===== src/rtl/sum_accumulator_if.sv =====
// Handshake bundle for sum_accumulator: sample stream in, frame totals out.
// master is the surrounding logic; slave is the accumulator itself.
interface sum_accumulator_if #(
    parameter int WIDTH     = 8,
    parameter int ACC_WIDTH = 16
);
    logic                 clear;
    logic                 in_valid;
    logic [WIDTH-1:0]     in_data;
    logic                 in_ready;
    logic                 out_valid;
    logic [ACC_WIDTH-1:0] out_data;
    logic                 out_overflow;
    logic                 out_ready;

    modport master (
        output clear, in_valid, in_data, out_ready,
        input  in_ready, out_valid, out_data, out_overflow
    );

    modport slave (
        input  clear, in_valid, in_data, out_ready,
        output in_ready, out_valid, out_data, out_overflow
    );
endinterface


===== src/rtl/sum_accumulator.sv =====
// Accumulates COUNT unsigned samples into a saturating ACC_WIDTH-bit frame total
// and holds each total in a registered valid/ready output with a sticky overflow flag.
module sum_accumulator #(
    parameter int WIDTH     = 8,
    parameter int ACC_WIDTH = 16,
    parameter int COUNT     = 4
) (
    input  logic              clk,
    input  logic              rst,
    sum_accumulator_if.slave  bus
);
    localparam int CW = $clog2(COUNT);
    localparam logic [CW-1:0] LAST = CW'(COUNT - 1);

    logic [ACC_WIDTH-1:0] acc_q, acc_d;
    logic [CW-1:0]        cnt_q, cnt_d;
    logic                 ovf_q, ovf_d;
    logic                 out_valid_q, out_valid_d;
    logic [ACC_WIDTH-1:0] out_data_q, out_data_d;
    logic                 out_overflow_q, out_overflow_d;

    logic [ACC_WIDTH:0]   sum;
    logic                 beat_ovf;
    logic [ACC_WIDTH-1:0] result;
    logic                 final_beat;
    logic                 in_ready;
    logic                 accept;

    always_comb begin
        sum      = {1'b0, acc_q} + {{(ACC_WIDTH + 1 - WIDTH){1'b0}}, bus.in_data};
        beat_ovf = sum[ACC_WIDTH];
        result   = beat_ovf ? '1 : sum[ACC_WIDTH-1:0];
        final_beat = (cnt_q == LAST);
        // Only the closing beat needs a free output slot; earlier beats never stall.
        in_ready = !bus.clear && !(final_beat && out_valid_q && !bus.out_ready);
        accept   = bus.in_valid && in_ready;
    end

    always_comb begin
        acc_d          = acc_q;
        cnt_d          = cnt_q;
        ovf_d          = ovf_q;
        out_valid_d    = out_valid_q;
        out_data_d     = out_data_q;
        out_overflow_d = out_overflow_q;

        if (out_valid_q && bus.out_ready)
            out_valid_d = 1'b0;

        if (bus.clear) begin
            acc_d = '0;
            cnt_d = '0;
            ovf_d = 1'b0;
        end else if (accept) begin
            if (final_beat) begin
                out_data_d     = result;
                out_overflow_d = ovf_q | beat_ovf;
                out_valid_d    = 1'b1;
                acc_d          = '0;
                cnt_d          = '0;
                ovf_d          = 1'b0;
            end else begin
                acc_d = result;
                cnt_d = cnt_q + CW'(1);
                ovf_d = ovf_q | beat_ovf;
            end
        end
    end

    always_ff @(posedge clk) begin
        if (rst) begin
            acc_q          <= '0;
            cnt_q          <= '0;
            ovf_q          <= 1'b0;
            out_valid_q    <= 1'b0;
            out_data_q     <= '0;
            out_overflow_q <= 1'b0;
        end else begin
            acc_q          <= acc_d;
            cnt_q          <= cnt_d;
            ovf_q          <= ovf_d;
            out_valid_q    <= out_valid_d;
            out_data_q     <= out_data_d;
            out_overflow_q <= out_overflow_d;
        end
    end

    assign bus.in_ready     = in_ready;
    assign bus.out_valid    = out_valid_q;
    assign bus.out_data     = out_data_q;
    assign bus.out_overflow = out_overflow_q;
endmodule


===== src/flat_wrapper.sv =====
// flat-port wrapper written by rule: the top's interface ports become plain ports
module sum_accumulator_flat 
#(
    parameter int WIDTH     = 8,
    parameter int ACC_WIDTH = 16,
    parameter int COUNT     = 4
)
  (clk, rst, bus_clear, bus_in_valid, bus_in_data, bus_out_ready, bus_in_ready, bus_out_valid, bus_out_data, bus_out_overflow);
  sum_accumulator_if #(.WIDTH(WIDTH), .ACC_WIDTH(ACC_WIDTH)) bus_i ();
  input  logic clk;
  input  logic rst;
  input wire logic [$bits(bus_i.clear)-1:0] bus_clear;
  input wire logic [$bits(bus_i.in_valid)-1:0] bus_in_valid;
  input wire logic [$bits(bus_i.in_data)-1:0] bus_in_data;
  input wire logic [$bits(bus_i.out_ready)-1:0] bus_out_ready;
  output wire logic [$bits(bus_i.in_ready)-1:0] bus_in_ready;
  output wire logic [$bits(bus_i.out_valid)-1:0] bus_out_valid;
  output wire logic [$bits(bus_i.out_data)-1:0] bus_out_data;
  output wire logic [$bits(bus_i.out_overflow)-1:0] bus_out_overflow;
  assign bus_i.clear = bus_clear;
  assign bus_i.in_valid = bus_in_valid;
  assign bus_i.in_data = bus_in_data;
  assign bus_i.out_ready = bus_out_ready;
  assign bus_in_ready = bus_i.in_ready;
  assign bus_out_valid = bus_i.out_valid;
  assign bus_out_data = bus_i.out_data;
  assign bus_out_overflow = bus_i.out_overflow;
  sum_accumulator #(.WIDTH(WIDTH), .ACC_WIDTH(ACC_WIDTH), .COUNT(COUNT)) u_core (.clk(clk), .rst(rst), .bus(bus_i));
endmodule

===== config.mk =====
export PLATFORM = sky130hd
export DESIGN_NAME = sum_accumulator_flat
export DESIGN_NICKNAME = d
export VERILOG_FILES = /design/src/rtl/sum_accumulator_if.sv /design/src/rtl/sum_accumulator.sv /design/src/flat_wrapper.sv
export SDC_FILE = /design/constraint.sdc
export NUM_CORES = 1
export LEC_CHECK = 0
export ABC_AREA = 1
export BUFFER_PORTS_ARGS = -buffer_cell sky130_fd_sc_hd__buf_2
export CAP_MARGIN = 10
export CORE_UTILIZATION = 48
export CTS_BUF_LIST = sky130_fd_sc_hd__clkbuf_8
export DETAILED_ROUTE_END_ITERATION = 12
export GPL_TIMING_DRIVEN = 0
export PLACE_DENSITY = 0.69
export SETUP_SLACK_MARGIN = 0.5
export SLEW_MARGIN = 10
export SYNTH_ARGS = -nofsm -noshare
export SYNTH_HDL_FRONTEND = slang
export SYNTH_SLANG_ARGS = --single-unit

===== constraint.sdc =====
create_clock -name clk -period 3.9 [get_ports clk]
set_input_delay 0.585 -clock clk [delete_from_list [all_inputs] [get_ports clk]]
set_output_delay 0.585 -clock clk [all_outputs]
set_load 0.1 [all_outputs]

==> qor.csv <==
stage,metric,value,unit
run_status,outcome,"finished, final reports clean",
synth,synthesized flop and latch total,37,
cells_and_area,share of layout cells above drive strength 1,18.33,%
placement,GPL Wtd Cong,0.7995,
synth,Syn Area/Cell,6.829,sq um
detailed_routing,DR vias,1995,
global_route,maximum number of pins on one net before global-route repair,13,
critical_path,"slowest stage delay, CP",0.40,ns
floorplan,Die Ht,69.58,microns
cells_and_area,nets@finish,382,
detailed_routing,DRT iter0 DRCs,72,
clocking,Longest Clk Path Bufs,2,
global_route,number of antenna violations at the first check in global routing,0,
synth,Yosys cell types,35,
sta,Final Max Tran Viols,0,
synth,synthesized area,0.002192,sq mm
cells_and_area,Final Core Density,57.76,%
floorplan,num rows,24,
placement,PortBufs,31,
global_route,first-pass GRT wire length,8521,microns
floorplan,IO Pins,32,
power,Lkg Pwr,1.300,nW
sta,Hold WS,0.4689,ns
sta,Final Skew,0.006261,ns
critical_path,CP most frequent cell,nand2_1,
synth,Mapped Cells,321,
power,Pwr Density,319.0,mW/mm^2
placement,Post-DP HPWL,3734,microns
sta,Worst-Margin Slew,0.7417,ns
sta,Rel. slew slack,50.55,%
detailed_routing,WL per Instance,11.85,microns
critical_path,Worst R2R Path Depth,12,
cells_and_area,ant diodes,0,
critical_path,CP max-delay cell,fa_1,
job,Max Cap Viol,0,
critical_path,Crit Reg-Reg Startpoint,u_core.acc_q[0]$_SDFFE_PP0N_,
critical_path,Crit Path Category,in -> reg,
global_route,gr usage total,22.35,%
power,Pwr Total,0.0008079,W
detailed_routing,Final ANT Viol Nets,0,
critical_path,"delay-heaviest family, CP",simple AND/OR/NAND/NOR gates,
critical_path,Critical Path Sink Type,register,
synth,Yosys Warn Count,0,
critical_path,Critical path origin,bus_in_data[0],
sta,achievable clock frequency,439.2,MHz
floorplan,Starting Density,50.00,%
detailed_routing,DR pass1 iterations,4,
clocking,post-CTS setup buffer count,0,
critical_path,Crit Path Max Fanout,10,
critical_path,RR Endpoint,u_core.bus.out_data[7]$_SDFFE_PP0P_,
clocking,CTS tree,yes,
sta,unrepaired setup endpoints after global routing,false,
hold_path,Hold WC Path Type,reg -> reg,
synth,post-synthesis sequential area ratio,33.79,%
clocking,Worst-Skew Late Latency,0.29,ns
sta,Sum Neg Setup Slack,0,ns
clocking,TritonCTS Buffers,5,
global_route,Overflow after GRT,0,
clocking,clock-pin slew on the worst setup and hold paths,0.08,ns
critical_path,WP depth,13,
floorplan,full die area,0.004841,sq mm
floorplan,Die X-Extent,69.58,microns
hold_path,Hold Path Stages,2,
clocking,post-CTS sizing,0,
critical_path,worst path bufs/invs,2,
cells_and_area,area grow syn2layout,15.53,%
synth,syn nets,344,
clocking,CTS Hold Bufs,0,
clocking,clock root cell,clkbuf_8,
sta,Setup Viol. Count Final,0,
critical_path,CP startpoint kind,input port,
detailed_routing,number of remaining DRC errors,0,
sta,Tcrit/Tclk final,58.38,%
power,Max VDD drop,0.0001495,V
critical_path,Critical Path Sink,u_core.bus.out_data[7]$_SDFFE_PP0P_,
critical_path,crit-path cells,buf_2 > ha_1 > fa_1 > nand2_1 > nand2_1 > and2_4 > nand2_1 > nand2_2 > nand3_4 > buf_6 > nand3_1 > nor2_1 > nor2_1,
critical_path,Critical Path AT,2.47,ns
detailed_routing,average vias per placed instance,4.842,
global_route,vias in the first global route,1883,
critical_path,r2r setup slk,1.70,ns
sta,min cycle time layout,2.277,ns
clocking,clock sink count,37,
sta,"Hold Vio Cnt, Final",0,
clocking,H-tree depth,2,
critical_path,Worst EP required,4.09,ns
detailed_routing,total routed wirelength,4883,microns
floorplan,Core Box Area,0.004384,sq mm
-- worst reg2reg max path, stage by stage (launching register included) --
cell	delay, ns
dfxtp_1	0.32
ha_1	0.21
fa_1	0.40
nand2_1	0.10
nand2_1	0.08
and2_4	0.15
nand2_1	0.08
nand2_2	0.11
nand3_4	0.15
buf_6	0.17
nand3_1	0.12
nor2_1	0.16
nor2_1	0.05
-- cells by family after synthesis --
logic type,share of synthesized area (%)
simple gates,30.48
buf+inv,12.16
compound gates,16.72
flops,33.79
fa+ha+maj,6.050
xor+xnor,0.7992
-- cell usage after synthesis, drive strengths merged --
master  instances  share of area (%)
nand3          26                6.7
o21a           12                4.1
nand4           1               0.29
nand3b          2               0.68
dfxtp          37                 34
and2            1               0.40
a21boi          1               0.34
o21bai          1               0.34
o211ai          2               0.68
or2             2               0.69
nor3            2               0.68
buf             5                2.2
nor2           23                4.1
a21oi          22                6.9
inv            50                8.7
nand2          97                 17
clkbuf          3               0.51
clkinv          3               0.74
xor2            2               0.80
ha              9                5.1
fa              1               0.91
o21ai          19                4.3
-- cell type report --
type                    instances  area (sq um)
clock inverters                 2         37.54
plain buffers                   8         60.06
clock buffers                   6         82.58
fillers                       439          1852
well taps                      52         65.06
repair buffers                 31         155.1
multi-input cells             223          1185
flip-flops and latches         37         740.7
inverters                      53         206.4
-- worst min path at each step --
stage	start	to	slack (ns)
finish	u_core.acc_q[4]$_SDFFE_PP0N_	u_core.acc_q[4]$_SDFFE_PP0N_	0.47
global route	rst	u_core.bus.out_valid$_SDFF_PP0_	0.48
CTS	rst	u_core.bus.out_valid$_SDFF_PP0_	0.47
detailed placement	u_core.acc_q[4]$_SDFFE_PP0N_	u_core.acc_q[4]$_SDFFE_PP0N_	0.46
global placement	u_core.acc_q[4]$_SDFFE_PP0N_	u_core.acc_q[4]$_SDFFE_PP0N_	0.45
floorplan	u_core.ovf_q$_SDFFE_PP0N_	u_core.ovf_q$_SDFFE_PP0N_	0.44
-- per-stage QoR --
stage	instance area (sq um)	cells	worst slack, ns
after global placement	2412	404	1.339
after global routing	2532	412	1.483
after floorplan	2192	321	1.175
final	2532	412	1.623
after detailed placement	2412	404	1.322
after CTS	2532	412	1.637
-- placed cells by master, fill, tap and decap left out, types with 2 or more instances in the layout --
| cell | count |
|---|---|
| nand2_1 | 94 |
| inv_1 | 49 |
| dfxtp_1 | 37 |
| buf_2 | 31 |
| nand3_1 | 24 |
| nor2_1 | 22 |
| o21ai_0 | 16 |
| o21a_1 | 12 |
| a21oi_2 | 11 |
| a21oi_1 | 11 |
| ha_1 | 9 |
| clkbuf_8 | 6 |
| nand2_2 | 3 |
| clkbuf_1 | 3 |
| o21ai_1 | 3 |
| clkinv_1 | 2 |
| nand3b_1 | 2 |
| buf_6 | 2 |
| xor2_1 | 2 |
| o211ai_1 | 2 |
-- sequential cells by signal, indices dropped and copies added (netlist names) --
| name | cells |
|---|---|
| u_core.acc_q | 16 |
| u_core.bus.out_data | 16 |
| u_core.bus.out_overflow | 1 |
| u_core.bus.out_valid | 1 |
| u_core.cnt_q | 2 |
| u_core.ovf_q | 1 |
-- routing by layer --
layer	vias to the layer above	routed length, microns	track usage (%)
met3	6	162	4.651
li1	1091	-	-
met4	0	61	8.163
met2	34	2185	35.60
met5	-	0	0
met1	864	2472	29.80
-- where the power goes --
part | internal, W | switching, W
clock | 0.000208 | 0.000144
combinational | 0.0000257 | 0.0000490
sequential | 0.000380 | 0.00000146
(Power assumes the default switching activity.)
